**config.mk**
```make
export PLATFORM = sky130hd
export DESIGN_NAME = sumcheck_round_collector_flat
export DESIGN_NICKNAME = d
export VERILOG_FILES = /design/src/rtl/sumcheck_round_collector_if.sv /design/src/rtl/sumcheck_round_collector.sv /design/src/flat_wrapper.sv
export SDC_FILE = /design/constraint.sdc
export NUM_CORES = 2
export LEC_CHECK = 0
export CAP_MARGIN = 20
export CORE_ASPECT_RATIO = 1.25
export CORE_UTILIZATION = 35
export DETAILED_ROUTE_END_ITERATION = 6
export GPL_ROUTABILITY_DRIVEN = 0
export HOLD_SLACK_MARGIN = 0.1
export PLACE_DENSITY = 0.55
export SKIP_LAST_GASP = 1
export SLEW_MARGIN = 10
export SYNTH_ARGS = -nofsm -noshare
export SYNTH_HDL_FRONTEND = slang
export SYNTH_SLANG_ARGS = --single-unit
```
**constraint.sdc**
```tcl
create_clock -name clk -period 2.2 [get_ports clk]
set_input_delay 0.33 -clock clk [delete_from_list [all_inputs] [get_ports clk]]
set_output_delay 0.33 -clock clk [all_outputs]
set_load 0.005 [all_outputs]
```
**src/rtl/sumcheck_round_collector_if.sv**
```systemverilog
`default_nettype none
// ============================================================================
//  Module   : sumcheck_round_collector_if
//  Brief    : Prover-side write stream plus host-side round record bundle
//             for the sumcheck round collector.
//  Revision : 1.0 - initial release
// ============================================================================
`ifndef F_NBITS
`define F_NBITS 32
`endif

interface sumcheck_round_collector_if #(
    parameter int NBITS  = `F_NBITS,
    parameter int NWORDS = 8
) ();

    localparam int c_cnt_w = $clog2(NWORDS + 1);

    // Prover side
    logic                     restart;
    logic                     f_wren;
    logic                     p_wren;
    logic [NBITS-1:0]         fp_data;
    logic                     round_done;
    logic [1:0]               round_code;

    // Host / verifier side
    logic                     out_valid;
    logic                     out_ready;
    logic [NWORDS*NBITS-1:0]  out_data;
    logic [c_cnt_w-1:0]       out_count;
    logic [1:0]               out_code;
    logic                     out_pphase;
    logic                     hold_prover;
    logic                     err_overflow;
    logic                     err_mix;

    // Environment side: drives the prover stream and consumes records
    modport master (
        output restart, f_wren, p_wren, fp_data, round_done, round_code, out_ready,
        input  out_valid, out_data, out_count, out_code, out_pphase,
               hold_prover, err_overflow, err_mix
    );

    // Collector side
    modport slave (
        input  restart, f_wren, p_wren, fp_data, round_done, round_code, out_ready,
        output out_valid, out_data, out_count, out_code, out_pphase,
               hold_prover, err_overflow, err_mix
    );

endinterface

`default_nettype wire

```
**src/rtl/sumcheck_round_collector.sv**
```systemverilog
`default_nettype none
// ============================================================================
//  Module   : sumcheck_round_collector
//  Brief    : Frames the prover fp_data stream into one record per sumcheck
//             round and holds records in a 2-slot ping-pong buffer until the
//             host pops them. Raises hold_prover when both slots are full.
//  Revision : 1.0 - initial release
// ============================================================================
`ifndef F_NBITS
`define F_NBITS 32
`endif

module sumcheck_round_collector #(
    parameter int NBITS  = `F_NBITS,
    parameter int NWORDS = 8
) (
    input  wire logic                  clk,
    input  wire logic                  rstb,
    sumcheck_round_collector_if.slave  bus
);

    localparam int               c_cw        = $clog2(NWORDS + 1);
    localparam logic [c_cw-1:0]  c_full_cnt  = c_cw'(NWORDS);

    // Per-slot state encoding
    localparam logic [1:0] c_empty     = 2'd0;
    localparam logic [1:0] c_filling   = 2'd1;
    localparam logic [1:0] c_committed = 2'd2;

    // Slot storage
    logic [1:0]        r_state  [2];
    logic [c_cw-1:0]   r_count  [2];
    logic [1:0]        r_code   [2];
    logic              r_pphase [2];
    logic [NBITS-1:0]  r_words  [2][NWORDS];

    logic              r_fill;
    logic              r_head;
    logic [c_cw-1:0]   r_wcnt;
    logic              r_err_ovf;
    logic              r_err_mix;

    // Registered host-side view
    logic                     r_out_valid;
    logic [NWORDS*NBITS-1:0]  r_out_data;
    logic [c_cw-1:0]          r_out_count;
    logic [1:0]               r_out_code;
    logic                     r_out_pphase;
    logic                     r_hold;

    // Next-state values
    logic [1:0]        w_state_nxt  [2];
    logic [c_cw-1:0]   w_count_nxt  [2];
    logic [1:0]        w_code_nxt   [2];
    logic              w_pphase_nxt [2];
    logic [NBITS-1:0]  w_words_nxt  [2][NWORDS];
    logic              w_fill_nxt;
    logic              w_head_nxt;
    logic [c_cw-1:0]   w_wcnt_nxt;
    logic              w_err_ovf_nxt;
    logic              w_err_mix_nxt;
    logic              w_head_valid;
    logic [NWORDS*NBITS-1:0] w_head_data;

    logic w_wr;
    logic w_fill_open;
    logic w_pop;

    assign w_wr        = bus.f_wren | bus.p_wren;
    // The fill slot is only unavailable when it still holds an unpopped
    // record, which can only happen when both slots are committed.
    assign w_fill_open = (r_state[r_fill] != c_committed);
    assign w_pop       = r_out_valid & bus.out_ready;

    // Next-state: word capture, round commit and head pop
    always_comb begin
        w_state_nxt   = r_state;
        w_count_nxt   = r_count;
        w_code_nxt    = r_code;
        w_pphase_nxt  = r_pphase;
        w_words_nxt   = r_words;
        w_fill_nxt    = r_fill;
        w_head_nxt    = r_head;
        w_wcnt_nxt    = r_wcnt;
        w_err_ovf_nxt = r_err_ovf;
        w_err_mix_nxt = r_err_mix;

        if (w_wr) begin
            if (bus.f_wren && bus.p_wren) begin
                w_err_mix_nxt = 1'b1;
            end
            if (!w_fill_open) begin
                w_err_ovf_nxt = 1'b1;
            end else begin
                // Kind of the round is fixed by its first word
                if ((r_wcnt != '0) && (bus.p_wren != r_pphase[r_fill])) begin
                    w_err_mix_nxt = 1'b1;
                end
                if (r_wcnt == c_full_cnt) begin
                    w_err_ovf_nxt = 1'b1;
                end else begin
                    for (int k = 0; k < NWORDS; k++) begin
                        if (r_wcnt == c_cw'(k)) begin
                            w_words_nxt[r_fill][k] = bus.fp_data;
                        end
                    end
                    if (r_wcnt == '0) begin
                        w_pphase_nxt[r_fill] = bus.p_wren;
                    end
                    w_state_nxt[r_fill] = c_filling;
                    w_wcnt_nxt          = r_wcnt + c_cw'(1);
                end
            end
        end

        // A same-cycle write is already counted in w_wcnt_nxt
        if (bus.round_done && w_fill_open && (w_wcnt_nxt != '0)) begin
            w_state_nxt[r_fill] = c_committed;
            w_count_nxt[r_fill] = w_wcnt_nxt;
            w_code_nxt[r_fill]  = bus.round_code;
            w_fill_nxt          = ~r_fill;
            w_wcnt_nxt          = '0;
        end

        // Commit and pop never target the same slot
        if (w_pop) begin
            w_state_nxt[r_head]  = c_empty;
            w_count_nxt[r_head]  = '0;
            w_code_nxt[r_head]   = 2'b00;
            w_pphase_nxt[r_head] = 1'b0;
            for (int k = 0; k < NWORDS; k++) begin
                w_words_nxt[r_head][k] = '0;
            end
            w_head_nxt = ~r_head;
        end

        w_head_valid = (w_state_nxt[w_head_nxt] == c_committed);
    end

    // Flatten the upcoming head slot into the output bus layout
    for (genvar k = 0; k < NWORDS; k++) begin : g_pack
        assign w_head_data[k*NBITS +: NBITS] = w_words_nxt[w_head_nxt][k];
    end

    // State and registered outputs; restart behaves exactly like reset
    always_ff @(posedge clk) begin
        if (rstb || bus.restart) begin
            for (int s = 0; s < 2; s++) begin
                r_state[s]  <= c_empty;
                r_count[s]  <= '0;
                r_code[s]   <= 2'b00;
                r_pphase[s] <= 1'b0;
                for (int k = 0; k < NWORDS; k++) begin
                    r_words[s][k] <= '0;
                end
            end
            r_fill       <= 1'b0;
            r_head       <= 1'b0;
            r_wcnt       <= '0;
            r_err_ovf    <= 1'b0;
            r_err_mix    <= 1'b0;
            r_out_valid  <= 1'b0;
            r_out_data   <= '0;
            r_out_count  <= '0;
            r_out_code   <= 2'b00;
            r_out_pphase <= 1'b0;
            r_hold       <= 1'b0;
        end else begin
            r_state      <= w_state_nxt;
            r_count      <= w_count_nxt;
            r_code       <= w_code_nxt;
            r_pphase     <= w_pphase_nxt;
            r_words      <= w_words_nxt;
            r_fill       <= w_fill_nxt;
            r_head       <= w_head_nxt;
            r_wcnt       <= w_wcnt_nxt;
            r_err_ovf    <= w_err_ovf_nxt;
            r_err_mix    <= w_err_mix_nxt;
            r_out_valid  <= w_head_valid;
            r_out_data   <= w_head_valid ? w_head_data : '0;
            r_out_count  <= w_head_valid ? w_count_nxt[w_head_nxt] : '0;
            r_out_code   <= w_head_valid ? w_code_nxt[w_head_nxt] : 2'b00;
            r_out_pphase <= w_head_valid ? w_pphase_nxt[w_head_nxt] : 1'b0;
            r_hold       <= (w_state_nxt[0] == c_committed) &&
                            (w_state_nxt[1] == c_committed);
        end
    end

    assign bus.out_valid    = r_out_valid;
    assign bus.out_data     = r_out_data;
    assign bus.out_count    = r_out_count;
    assign bus.out_code     = r_out_code;
    assign bus.out_pphase   = r_out_pphase;
    assign bus.hold_prover  = r_hold;
    assign bus.err_overflow = r_err_ovf;
    assign bus.err_mix      = r_err_mix;

endmodule

`default_nettype wire

```
**src/flat_wrapper.sv**
```systemverilog
// flat-port wrapper written by rule: the top's interface ports become plain ports
module sumcheck_round_collector_flat 
#(
    parameter int NBITS  = `F_NBITS,
    parameter int NWORDS = 8
)
  (clk, rstb, bus_restart, bus_f_wren, bus_p_wren, bus_fp_data, bus_round_done, bus_round_code, bus_out_ready, bus_out_valid, bus_out_data, bus_out_count, bus_out_code, bus_out_pphase, bus_hold_prover, bus_err_overflow, bus_err_mix);
  sumcheck_round_collector_if #(.NBITS(NBITS), .NWORDS(NWORDS)) bus_i ();
  input  wire logic clk;
  input  wire logic rstb;
  input wire logic [$bits(bus_i.restart)-1:0] bus_restart;
  input wire logic [$bits(bus_i.f_wren)-1:0] bus_f_wren;
  input wire logic [$bits(bus_i.p_wren)-1:0] bus_p_wren;
  input wire logic [$bits(bus_i.fp_data)-1:0] bus_fp_data;
  input wire logic [$bits(bus_i.round_done)-1:0] bus_round_done;
  input wire logic [$bits(bus_i.round_code)-1:0] bus_round_code;
  input wire logic [$bits(bus_i.out_ready)-1:0] bus_out_ready;
  output wire logic [$bits(bus_i.out_valid)-1:0] bus_out_valid;
  output wire logic [$bits(bus_i.out_data)-1:0] bus_out_data;
  output wire logic [$bits(bus_i.out_count)-1:0] bus_out_count;
  output wire logic [$bits(bus_i.out_code)-1:0] bus_out_code;
  output wire logic [$bits(bus_i.out_pphase)-1:0] bus_out_pphase;
  output wire logic [$bits(bus_i.hold_prover)-1:0] bus_hold_prover;
  output wire logic [$bits(bus_i.err_overflow)-1:0] bus_err_overflow;
  output wire logic [$bits(bus_i.err_mix)-1:0] bus_err_mix;
  assign bus_i.restart = bus_restart;
  assign bus_i.f_wren = bus_f_wren;
  assign bus_i.p_wren = bus_p_wren;
  assign bus_i.fp_data = bus_fp_data;
  assign bus_i.round_done = bus_round_done;
  assign bus_i.round_code = bus_round_code;
  assign bus_i.out_ready = bus_out_ready;
  assign bus_out_valid = bus_i.out_valid;
  assign bus_out_data = bus_i.out_data;
  assign bus_out_count = bus_i.out_count;
  assign bus_out_code = bus_i.out_code;
  assign bus_out_pphase = bus_i.out_pphase;
  assign bus_hold_prover = bus_i.hold_prover;
  assign bus_err_overflow = bus_i.err_overflow;
  assign bus_err_mix = bus_i.err_mix;
  sumcheck_round_collector #(.NBITS(NBITS), .NWORDS(NWORDS)) u_core (.clk(clk), .rstb(rstb), .bus(bus_i));
endmodule
```
==> qor.yml <==
status:
  status: "finished with violations"
  violations: "negative setup slack"
floorplanning:
  die_w_um: 264.4
  die-height_um: 330.0
  die_area_um2: 87260
  start_util_pct: 35.56
  row_count: 119
  ios: 308
  core_area_um2: 84720
synthesis:
  synth_edf_count: 0
  ys_ff_latch: 803
  synth-async-reset-ratio_pct: 0
  yosysSeqAreaShare_pct: 53.36
  syn_inst: 3673
  syn_area_per_cell_um2: 8.202
  synth_flop_cell: "dfxtp_1"
  synth_cell_type_count: 57
  synthesis.nets: 3718
  yosys_warnings: 0
  synth_area_um2: 30130
global_routing:
  grt_pass1_vias: 25780
  grt_usage_pct: 22.78
  grt_overflow_total: 0
  grt_pass1_wl_mm: 155.2
  antenna_found_initial: 0
  grt_max_degree: 144
placed_design:
  portBuffers: 307
  hpwl_mm: 66.64
setup_path:
  path_max_fanout: 7
  cp-start-kind: "flip-flop"
  ff2ff_path_depth: 10
  crit_required_ns: 2.72
  critical_path_class: "reg2reg"
  endpoint_kind: "flip-flop"
  cp.arrival_ns: 2.83
sta:
  rsz0062_at_grt: "yes"
  layout_min_cycle_time_ns: 2.306
  max_freq_ghz: 0.4337
  skew_ns: 0.03314
  setup_ws_ns: -0.1058
  hold_viol: 0
  tightest_slew_ns: 0.7457
  slew_headroom_pct: 50.29
  final-setup-viol-count: 251
  setup_tns_ns: -17.47
  fin_crit_sh_pct: 104.8
  final_max_slew_viol_count: 0
final_layout:
  syn_to_final_growth_pct: 32.78
  fill_cells: 8160
  multi_input_area_um2: 13080
  register_area_um2: 16090
  layout.nets: 4104
  fin_util_pct: 47.22
  drive_gt1_share_pct: 18.46
routing:
  vias: 26550
  vias_per_cell: 5.093
  drt_iter0_markers: 1906
  first_pass_iters: 7
  wl_per_cell_um: 19.54
  post-route-drc-count: 0
  ant_nets: 0
  wirelength_mm: 101.9
clock_tree:
  cts_inserted_buffers: 84
  clk-insertion-delay-late_ns: 0.65
  cts_tree: "yes"
  htree_levels: 3
  root_buffer: "clkbuf_16"
  clkTransAtPathRegs_ns: 0.06
  cts.sinks: 803
  clockBufferDepth: 3
min_path:
  hp-class: "in2reg"
  min_path_cells: 3
job:
  max_cap_viol_count: 0
power_and_ir_drop:
  fin_total_pwr_mw: 32.22
  power_density_nw_per_um2: 805.5
  p_leak_nw: 13.31
  ir_drop_mv: 0.5408
[cells in the mapped netlist (2+ instances only)]
library cell / count / share of area [%]
a211oi_1: 7 / 0.17
a21oi_1: 528 / 8.8
a31oi_1: 3 / 0.062
and2_0: 4 / 0.083
and2_1: 11 / 0.23
and3_1: 2 / 0.042
and3b_1: 2 / 0.058
buf_1: 2 / 0.025
buf_2: 5 / 0.083
buf_4: 2 / 0.050
buf_6: 22 / 0.82
clkbuf_1: 310 / 3.9
dfxtp_1: 803 / 53
ha_1: 4 / 0.17
inv_1: 4 / 0.050
mux2_2: 2 / 0.075
mux2i_1: 18 / 0.60
nand2_1: 1072 / 13
nand2b_1: 4 / 0.083
nand3_1: 4 / 0.066
nand3b_1: 2 / 0.050
nand4_1: 2 / 0.042
nor2_1: 287 / 3.6
nor2b_1: 3 / 0.062
nor3_1: 74 / 1.2
nor3_2: 191 / 6.3
nor3b_1: 3 / 0.075
nor4_2: 2 / 0.083
o211ai_1: 2 / 0.050
o21a_1: 2 / 0.050
o21ai_0: 8 / 0.13
o21ai_1: 2 / 0.033
o22ai_1: 257 / 5.3
o311a_1: 2 / 0.066
or2_2: 3 / 0.062
or3_1: 2 / 0.042
xor2_1: 2 / 0.058
[kinds of logic (layout without fill, tap and decap cells)]
family	count (synthesis)	after routing	synth area share, %
simple gates	1675	1675	25.74
mux	21	21	0.7475
buf+inv	346	796	4.905
flops	803	803	53.36
compound gates	821	821	14.99
xor+xnor	3	3	0.08723
other cells	0	1	0
fa+ha+maj	4	4	0.1661
[sequential cells by signal, indices dropped and copies added, names as in the netlist, 2 cells and up]
name	count
u_core.bus.out_code	2
u_core.bus.out_count	4
u_core.bus.out_data	256
u_core.r_code	4
u_core.r_count	8
u_core.r_pphase	2
u_core.r_state	4
u_core.r_wcnt	4
u_core.r_words	512
[power breakdown]
group          internal [mW]  switching, mW  total (mW)
Combinational           1.14           1.76        2.91
Clock                   8.61           5.97        14.6
Sequential              14.7         0.0718        14.7
[layout by cell type, fill, tap and decap left out, types with 4 or more instances in the layout]
cell type / n
clkinvlp_4: 6
a211oi_1: 5
dfxtp_2: 4
clkbuf_16: 91
dfxtp_1: 796
mux2i_1: 9
buf_6: 18
and2_1: 8
buf_16: 4
clkbuf_1: 13
nor3_4: 12
clkdlybuf4s50_1: 307
buf_4: 240
and2_2: 7
o22ai_1: 257
nor3_2: 210
nand2b_1: 4
nor3_1: 43
buf_12: 63
nand3_1: 4
clkbuf_8: 18
clkinv_2: 17
o21ai_0: 8
nand2_1: 1064
a21oi_1: 527
bufinv_16: 6
buf_8: 6
nand2_2: 7
nor2_1: 284
mux2i_4: 9
[worst paths after layout]
check / from / end / slack (ns)
worst max-delay path: u_core.r_fill / u_core.bus.out_data[128] / -0.11
worst min-delay path: bus_round_code[0] / u_core.r_code[2] / 0.39
worst max register to register: u_core.r_fill / u_core.bus.out_data[128] / -0.11
worst min register to register: u_core.r_words[91] / u_core.r_words[91] / 0.45
[area by class of cell]
class                   instances  share of cell area [%]
diodes                          1                0.006255
clock buffers                 119                   6.246
clock inverters                31                  0.8382
inverters                       5                 0.05317
multi-input cells            2524                   32.69
flip-flops and latches        803                   40.22
well taps                    1089                   3.406
repair buffers                641                   16.53
[critical path, stage by stage (launching register included)]
cell	delay (ns)
dfxtp_4	0.35
and3b_2	0.24
buf_6	0.13
nor3_4	0.19
mux2i_2	0.29
and3_4	0.24
o22a_4	0.26
buf_4	0.16
buf_12	0.14
buf_8	0.13
nor3_4	0.03
[per-stage QoR]
| stage | instance area, um^2 | cells | setup slack, ns | hold WS [ns] |
|---|---|---|---|---|
| floorplan | 30270 | 3673 | -0.00007883 | 0.4364 |
| global placement | 36500 | 5040 | -0.5609 | 0.4380 |
| detailed placement | 36500 | 5040 | -0.6080 | 0.4434 |
| CTS | 39770 | 5206 | -0.1010 | 0.3535 |
| global route | 40000 | 5212 | -0.1730 | 0.3888 |
| finish | 40000 | 5213 | -0.1058 | 0.3860 |
[repair_timing]
action / CTS / global route
buffers inserted: 12 / 7
endpoints found under the setup margin: 260 / 380
resized for setup: 59 / 38
pin swaps: 27 / 2
hold buffers: 0 / 0
cloned: 4 / 3
[routing by layer]
layer / up-vias / GRT usage, % / wire (um)
li1: 13040 / - / -
met1: 12650 / 29.80 / 44890
met2: 706 / 38.83 / 49470
met3: 155 / 2.564 / 4702
met4: 0 / 7.950 / 2793
met5: - / 0 / 0
No activity file was read; power rests on OpenSTA's default activity.
